## config.mk

```make
export PLATFORM = sky130hd
export DESIGN_NAME = mips_fetch_stage
export DESIGN_NICKNAME = d
export VERILOG_FILES = /design/src/rtl/mips_pkg.sv /design/src/rtl/mips_fetch_imem.sv /design/src/rtl/mips_fetch_stage.sv
export SDC_FILE = /design/constraint.sdc
export NUM_CORES = 1
export LEC_CHECK = 0
export ABC_AREA = 0
export CORE_MARGIN = 4
export CORE_UTILIZATION = 47
export CTS_BUF_LIST = sky130_fd_sc_hd__clkbuf_2 sky130_fd_sc_hd__clkbuf_4 sky130_fd_sc_hd__clkbuf_8
export DETAILED_ROUTE_END_ITERATION = 12
export PLACE_DENSITY = 0.86
export RECOVER_POWER = 100
export SLEW_MARGIN = 20
export SYNTH_ARGS = -nofsm -noshare
export SYNTH_HDL_FRONTEND = slang
export SYNTH_SLANG_ARGS = --single-unit
export TNS_END_PERCENT = 50
```

## constraint.sdc

```tcl
create_clock -name clk -period 4.4 [get_ports clk]
set_clock_uncertainty 0.1 [all_clocks]
set_input_delay 0.66 -clock clk [delete_from_list [all_inputs] [get_ports clk]]
set_output_delay 0.66 -clock clk [all_outputs]
set_load 0.05 [all_outputs]
```

## src/rtl/mips_pkg.sv

```systemverilog
// ---------------------------------------------------------------------------
// mips_pkg
// Shared constants and types for the MIPS instruction-fetch stage.
//   WORD_W  : datapath / instruction word width
//   NOP     : encoding used to flush the IF/ID latch
//   PC_INC  : sequential PC increment
//   fetch_act_e : the action the fetch stage takes on a given cycle
//   align_pc    : forces a target address onto a word boundary
// ---------------------------------------------------------------------------
package mips_pkg;

    localparam int          WORD_W = 32;
    localparam logic [31:0] NOP    = 32'h0000_0000;
    localparam logic [31:0] PC_INC = 32'd4;

    typedef enum logic [1:0] {
        ACT_ADVANCE,
        ACT_STALL,
        ACT_REDIRECT
    } fetch_act_e;

    function automatic logic [WORD_W-1:0] align_pc(input logic [WORD_W-1:0] addr);
        return {addr[WORD_W-1:2], 2'b00};
    endfunction

endpackage

```

## src/rtl/mips_fetch_imem.sv

```systemverilog
// ---------------------------------------------------------------------------
// fetch_imem
// Instruction memory with a purely combinational read port. The contents
// are not touched by any reset; they are loaded from outside (for example
// by a memory-load system task through the hierarchical path <top>.im0.mem).
// Ports:
//   addr_i  : word index into the memory
//   rdata_o : instruction word stored at addr_i
// ---------------------------------------------------------------------------
module fetch_imem
    import mips_pkg::*;
#(
    parameter int IMEM_DEPTH = 128
) (
    input  logic [$clog2(IMEM_DEPTH)-1:0] addr_i,
    output logic [WORD_W-1:0]             rdata_o
);

    logic [WORD_W-1:0] mem [0:IMEM_DEPTH-1];

    assign rdata_o = mem[addr_i];

endmodule

```

## src/rtl/mips_fetch_stage.sv

```systemverilog
// ---------------------------------------------------------------------------
// mips_fetch_stage
// Instruction-fetch stage: PC register, instruction memory lookup and the
// IF/ID pipeline latch. Per cycle priority is reset > redirect > stall >
// sequential advance.
// Parameters:
//   IMEM_DEPTH : instruction memory depth in words (power of two)
//   RESET_PC   : PC loaded by reset
// Ports:
//   clk, reset        : clock and synchronous active-low reset
//   stall             : hold PC and IF/ID
//   redirect          : load redirect_pc (word aligned) and flush IF/ID
//   redirect_pc       : redirect target
//   pc                : current fetch PC
//   instrout          : instruction at pc (combinational)
//   ifid_instr/_pc4   : IF/ID latched instruction and its pc+4
//   ifid_valid        : IF/ID holds a real fetched instruction
//   fetch_count, stall_count : performance counters, only present when
//                      the MIPS_FETCH_PERF_EN macro is defined
// ---------------------------------------------------------------------------
module mips_fetch_stage
    import mips_pkg::*;
#(
    parameter int          IMEM_DEPTH = 128,
    parameter logic [31:0] RESET_PC   = 32'h0000_0000
) (
    input  logic              clk,
    input  logic              reset,
    input  logic              stall,
    input  logic              redirect,
    input  logic [WORD_W-1:0] redirect_pc,
    output logic [WORD_W-1:0] pc,
    output logic [WORD_W-1:0] instrout,
    output logic [WORD_W-1:0] ifid_instr,
    output logic [WORD_W-1:0] ifid_pc4,
`ifdef MIPS_FETCH_PERF_EN
    output logic [WORD_W-1:0] fetch_count,
    output logic [WORD_W-1:0] stall_count,
`endif
    output logic              ifid_valid
);

    localparam int AW = $clog2(IMEM_DEPTH);

    logic [WORD_W-1:0] pc_q, pc_d;
    logic [WORD_W-1:0] ifid_instr_q, ifid_instr_d;
    logic [WORD_W-1:0] ifid_pc4_q, ifid_pc4_d;
    logic              ifid_valid_q, ifid_valid_d;
    logic [WORD_W-1:0] pc_plus4;
    fetch_act_e        act;

    // The low two bits of a redirect target are dropped by alignment.
    logic unused_redirect_lo;
    assign unused_redirect_lo = ^redirect_pc[1:0];

    // Word index takes only the bits that address the memory, so higher PC
    // bits alias modulo IMEM_DEPTH*4.
    fetch_imem #(
        .IMEM_DEPTH (IMEM_DEPTH)
    ) im0 (
        .addr_i  (pc_q[AW+1:2]),
        .rdata_o (instrout)
    );

    assign pc_plus4 = pc_q + PC_INC;

    // Select this cycle's action; redirect overrides a simultaneous stall.
    always_comb begin
        act = ACT_ADVANCE;
        if (redirect) begin
            act = ACT_REDIRECT;
        end else if (stall) begin
            act = ACT_STALL;
        end
    end

    // Next-state values for the PC and IF/ID latch.
    always_comb begin
        pc_d         = pc_q;
        ifid_instr_d = ifid_instr_q;
        ifid_pc4_d   = ifid_pc4_q;
        ifid_valid_d = ifid_valid_q;
        case (act)
            ACT_REDIRECT: begin
                pc_d         = align_pc(redirect_pc);
                ifid_instr_d = NOP;
                ifid_pc4_d   = '0;
                ifid_valid_d = 1'b0;
            end
            ACT_ADVANCE: begin
                pc_d         = pc_plus4;
                ifid_instr_d = instrout;
                ifid_pc4_d   = pc_plus4;
                ifid_valid_d = 1'b1;
            end
            default: begin
            end
        endcase
    end

    // State registers; reset wins over every other request.
    always_ff @(posedge clk) begin
        if (!reset) begin
            pc_q         <= RESET_PC;
            ifid_instr_q <= NOP;
            ifid_pc4_q   <= '0;
            ifid_valid_q <= 1'b0;
        end else begin
            pc_q         <= pc_d;
            ifid_instr_q <= ifid_instr_d;
            ifid_pc4_q   <= ifid_pc4_d;
            ifid_valid_q <= ifid_valid_d;
        end
    end

    assign pc         = pc_q;
    assign ifid_instr = ifid_instr_q;
    assign ifid_pc4   = ifid_pc4_q;
    assign ifid_valid = ifid_valid_q;

`ifdef MIPS_FETCH_PERF_EN
    logic [WORD_W-1:0] fetch_count_q, fetch_count_d;
    logic [WORD_W-1:0] stall_count_q, stall_count_d;

    // Counters advance on real fetches and on stall-only cycles; a redirect
    // counts as neither.
    always_comb begin
        fetch_count_d = fetch_count_q;
        stall_count_d = stall_count_q;
        if (act == ACT_ADVANCE) begin
            fetch_count_d = fetch_count_q + 32'd1;
        end
        if (act == ACT_STALL) begin
            stall_count_d = stall_count_q + 32'd1;
        end
    end

    always_ff @(posedge clk) begin
        if (!reset) begin
            fetch_count_q <= '0;
            stall_count_q <= '0;
        end else begin
            fetch_count_q <= fetch_count_d;
            stall_count_q <= stall_count_d;
        end
    end

    assign fetch_count = fetch_count_q;
    assign stall_count = stall_count_q;
`endif

endmodule

```

==> Word-level counts from Yosys, hierarchy flattened <==
Index checks and enable logic that the tools add are counted.
Widths: inputs -> output; s select.
{ "classes": {"n_addsub": 1, "eq_ne": 1, "muxes": 6, "n_reduce_logical": 2} }
{ "ops": {"columns": ["op", "n"], "rows": [
  ["$pmux 32 s2", 3],
  ["$add 32x3->32 const B", 1],
  ["$eq 2x2->1 const B", 1],
  ["$logic_not 2->1", 1],
  ["$mux 2", 1],
  ["$pmux 1 s2", 1],
  ["$reduce_bool 2->1", 1],
  ["$mux 1", 1]
]} }
{ "word_totals": {"register_bits": 97, "input_bits": 36, "output_inout_bits": 129, "wordCells": 14} }

==> Longest topological paths before layout <==
{ "depth": {"word_depth": 4, "depth_mapped": 7, "mapped_depth_nobuf": 5} }

==> Hierarchy <==
From an unflattened synthesis, not the netlist that was laid out.
{ "hier_totals": {"cells_unflattened": 524, "hier_area_um2": 4556.9} }
{ "by_module_without_submodules": {"columns": ["module", "n_inst", "cells_per_inst", "area_per_inst_um2"], "rows": [
  ["mips_fetch_stage", 1, 491, 4312.9],
  ["fetch_imem", 1, 33, 244.0]
]} }

==> Least setup slack after synthesis <==
No wires, ideal clock.
{ "synth_timing": {"path_kind": "flip-flop to flip-flop", "startpoint": "register pc_q[2] (netlist: pc[2])", "endpoint": "register ifid_pc4_q[24] (netlist: ifid_pc4[24])", "setup_time_ns": 0.091, "arrival_time_ns": 2.418, "required_time_ns": 4.209, "slack_ns": 1.792, "path_stages_with_launch": 7, "n_path_buf": 1, "period_less_slack_ns": 2.608, "cell_sequence": "dfxtp_1 > ha_1 > nand4_1 > or4_4 > buf_2 > or3_1 > a311oi_1"} }
{ "synth_between": {"elab_chain_cells": 2} }
{ "synth_lines": {"columns": ["element", "line_no", "text"], "rows": [
  ["start: declaration", "mips_fetch_stage.sv:45", "logic [WORD_W-1:0] pc_q, pc_d;"],
  ["start signal: assignment", "mips_fetch_stage.sv:109", "pc_q <= pc_d;"],
  ["$add 32x3->32", "mips_fetch_stage.sv:65", "assign pc_plus4 = pc_q + PC_INC;"],
  ["$pmux 32 s2", "mips_fetch_stage.sv:83", "case (act)"],
  ["end signal: assignment", "mips_fetch_stage.sv:111", "ifid_pc4_q <= ifid_pc4_d;"],
  ["end: declaration", "mips_fetch_stage.sv:47", "logic [WORD_W-1:0] ifid_pc4_q, ifid_pc4_d;"]
]} }
Every way passes these cells.
A chain may end at the register's enable or synchronous reset.

==> Worst setup path in the final report <==
{ "layout_timing": {"startpoint": "input port stall", "endpoint": "register ifid_pc4_q[25] (netlist: ifid_pc4[25])"} }
{ "layout_between": {"elab_chain_cells": 4} }
{ "layout_lines": {"columns": ["element", "line_no", "text"], "rows": [
  ["start: declaration", "mips_fetch_stage.sv:29", "input logic stall,"],
  ["$mux 1 *", "mips_fetch_stage.sv:72", "end else if (stall) begin"],
  ["$mux 2 *", "mips_fetch_stage.sv:70", "if (redirect) begin"],
  ["$eq 2x2->1 or $logic_not 2->1 (tied branches)", "mips_fetch_stage.sv:83", null],
  ["$pmux 32 s2 or $reduce_bool 2->1 (tied branches)", null, null]
]} }
Every way passes the cells marked *; elsewhere a longest branch is shown, timed or not.

==> reports/qor.yml <==
p_leak_nw: 1.77
grt_pass1_wl_um: 16400
grt_overflow: 0
placed_area_um2: 4450
grt_max_degree: 55
hp-class: "flip-flop to flip-flop"
hpwl_um: 7380
outcome: "complete, but fails checks"
power.share.sequential_pct: 40.6
ctsLongestPathBuffers: 2
wl_per_cell_um: 15.7
fin_crit_ns: 3.22
finalHoldViolCount: 0
drive_gt1_share_pct: 4.33
crit_chain: "clkbuf_1 -> inv_1 -> buf_4 -> nand4_1 -> nor2_1 -> a211oi_1"
met3WireLength_um: 966
cts_tree: "yes"
cpPeakStageDelay_ns: 1.55
dp_slack_ns: 1.63
path_max_fanout: 54
ios: 165
power.switching_mw: 0.595
top_layer: "met4"
syn-instance-count: 483
wl_met1_um: 4280
swShare_pct: 38.2
post_synth_num_cell_types: 44
routed_wl_um: 10300
max_slew_margin_pct: -47.7
yosysWarnings: 0
comb_power_share_pct: 26.8
internal-power_mw: 0.961
rsz0062_at_grt: "false"
p_total_mw: 1.56
p_clk_share_pct: 32.5
violations: "max-capacitance violations, max-slew violations"
tns_ns: 0
area_growth_pct: 22.9
drc: 0
vdd_drop_max_mv: 0.148
post_cts_resize_count: 0
drtIter0Drc: 352
cts.clk_slew.worst_paths_ns: 0.07
worstPathRequired_ns: 4.56
cts_root_buf: "clkbuf_8"
avgSynthCellArea_um2: 7.82
rows: 32
final_antenna_net_count: 0
max_cap_violations: 1
fin_ws_ns: 1.18
start_util_pct: 48.6
ctsHoldBuffers: 0
worst_slew_pin_slew_ns: 2.22
cpLargestDelayFamily: "buffers and inverters"
critPathSlowestCell: "clkbuf_1"
r2r_slack_ns: 1.32
final_cell_area_um2: 4640
met2_length_um: 4830
placeableCoreArea_um2: 7770
grt_pass1_vias: 3342
finalSetupViolations: 0
cts_made_buffers: 9
hold_ws_ns: 0.349
ys_seq_area_share_pct: 32.3
vias: 3646
fin_cells: 656
cp-end-kind: "flip-flop"
postCtsSetupBuffers: 0
grt_usage_pct: 20.8
fin_nets: 586
syn_area_um2: 3780
gp_congestion: 0.936
ctsHtreeMaxLevel: 3
cts_sinks: 61
ys_ff_latch: 61
finalCritPeriodShare_pct: 73.2
dp.cells: 640
viasPerCell: 5.56
die_h_um: 97.7
crit_path_start_kind: "input port"
io_buffers: 94
clock.fmax_mhz: 310
worst-setup-path-type: "input port to flip-flop"
die_x_um: 97.7
powerDensity_nw_per_um2: 335
crit_buf_inv: 3
final_core_utilization_pct: 59.8
crit_arrival_ns: 3.38
clock_latency_ns: 0.34
antenna_cells: 0
die_area_um2: 9540
slew_violations: 55
dr.pass1.iters: 5
antenna_found_initial: 0
[power groups by stage]
stage,combinational (mW),clock (mW),sequential [mW]
2_1_floorplan,0.276,0,0.725
3_3_place_gp,0.421,0,0.642
3_5_place_dp,0.425,0,0.644
4_1_cts,0.427,0.509,0.632
5_1_grt,0.439,0.529,0.637
6_report,0.417,0.506,0.632
[tightest hold or removal path, stage by stage, from the launching register on]
cell,delay [ns]
dfxtp_1,0.31
nand2_1,0.05
a21oi_1,0.05
[layout by cell type, fill, tap and decap left out, types with 4 or more instances in the layout]
master and instances:
and2_1 5, nand3b_1 4, conb_1 68, o31ai_1 7
nand2b_1 4, nor2_1 19, nor4_1 12, dfxtp_1 61
buf_4 5, a31oi_1 17, dlygate4sd3_1 62, nor3_1 17
a311oi_1 5, nand4_1 9, xnor2_1 21, or3_1 13
or4_1 8, a21oi_1 28, o21ai_0 59, o21a_1 4
a211oi_1 8, nand3_1 13, clkdlybuf4s50_1 31, clkbuf_8 10
inv_1 4, nand2_1 24, and4_1 5
[per-layer routing]
layer | global-route usage [%] | vias to the layer above
met5 | 0 | -
met4 | 9.16 | 0
met3 | 4.16 | 24
met2 | 33.6 | 208
met1 | 26.7 | 1673
li1 | - | 1741
[cell type report]
cell class              instances  area (um^2)
inverters                       4         15.0
clock inverters                 6         62.6
repair buffers                 99          972
multi-input cells             374         2110
flip-flops and latches         61         1220
well taps                     102          128
fillers                       673         3130
clock buffers                  10          138
[cells by family after synthesis]
kind of cell	share of synthesized area, %
adder cells (fa/ha/maj)	0.331
AO/OA/AOI/OAI	21.5
flip-flops	32.3
AND/OR/NAND/NOR	21.9
other	0.0993
buffers and inverters	18.5
XOR/XNOR	5.33
[cell usage after synthesis, drive strengths merged]
| master | n | area (um^2) |
|---|---|---|
| a211o | 1 | 8.76 |
| a211oi | 8 | 60.1 |
| a21oi | 28 | 140 |
| a221o | 1 | 10.0 |
| a311oi | 5 | 43.8 |
| a31oi | 17 | 106 |
| and2 | 6 | 37.5 |
| and3 | 3 | 18.8 |
| and4 | 5 | 43.8 |
| and4b | 1 | 10.0 |
| buf | 76 | 549 |
| clkbuf | 35 | 134 |
| conb | 1 | 3.75 |
| dfxtp | 61 | 1220 |
| ha | 1 | 12.5 |
| inv | 4 | 15.0 |
| nand2 | 24 | 90.1 |
| nand2b | 4 | 25.0 |
| nand3 | 14 | 82.6 |
| nand3b | 4 | 30.0 |
| nand4 | 11 | 81.3 |
| nor2 | 19 | 71.3 |
| nor2b | 2 | 12.5 |
| nor3 | 17 | 85.1 |
| nor4 | 12 | 75.1 |
| nor4b | 1 | 8.76 |
| nor4bb | 1 | 10.0 |
| o211a | 3 | 30.0 |
| o21a | 4 | 30.0 |
| o21ai | 59 | 295 |
| o311a | 1 | 10.0 |
| o311ai | 2 | 17.5 |
| o31a | 1 | 8.76 |
| o31ai | 7 | 52.6 |
| or3 | 13 | 81.3 |
| or4 | 8 | 63.8 |
| xnor2 | 21 | 184 |
| xor2 | 2 | 17.5 |
[registers in the layout, summed over array words and instances (netlist names)]
name / count
ifid_valid: 1
pc: 30
ifid_pc4: 30
[worst paths after layout]
path                                               start                        end  depth (start not counted)
worst max register to register        pc[2]$_SDFFE_PN0P_        pc[26]$_SDFFE_PN0P_                          5
worst max-delay path                               stall  ifid_pc4[25]$_SDFFE_PN0P_                          6
worst min register to register  ifid_pc4[5]$_SDFFE_PN0P_   ifid_pc4[5]$_SDFFE_PN0P_                          2
worst min-delay path            ifid_pc4[5]$_SDFFE_PN0P_   ifid_pc4[5]$_SDFFE_PN0P_                          2
Note: power is estimated with default switching activity, not from simulation.
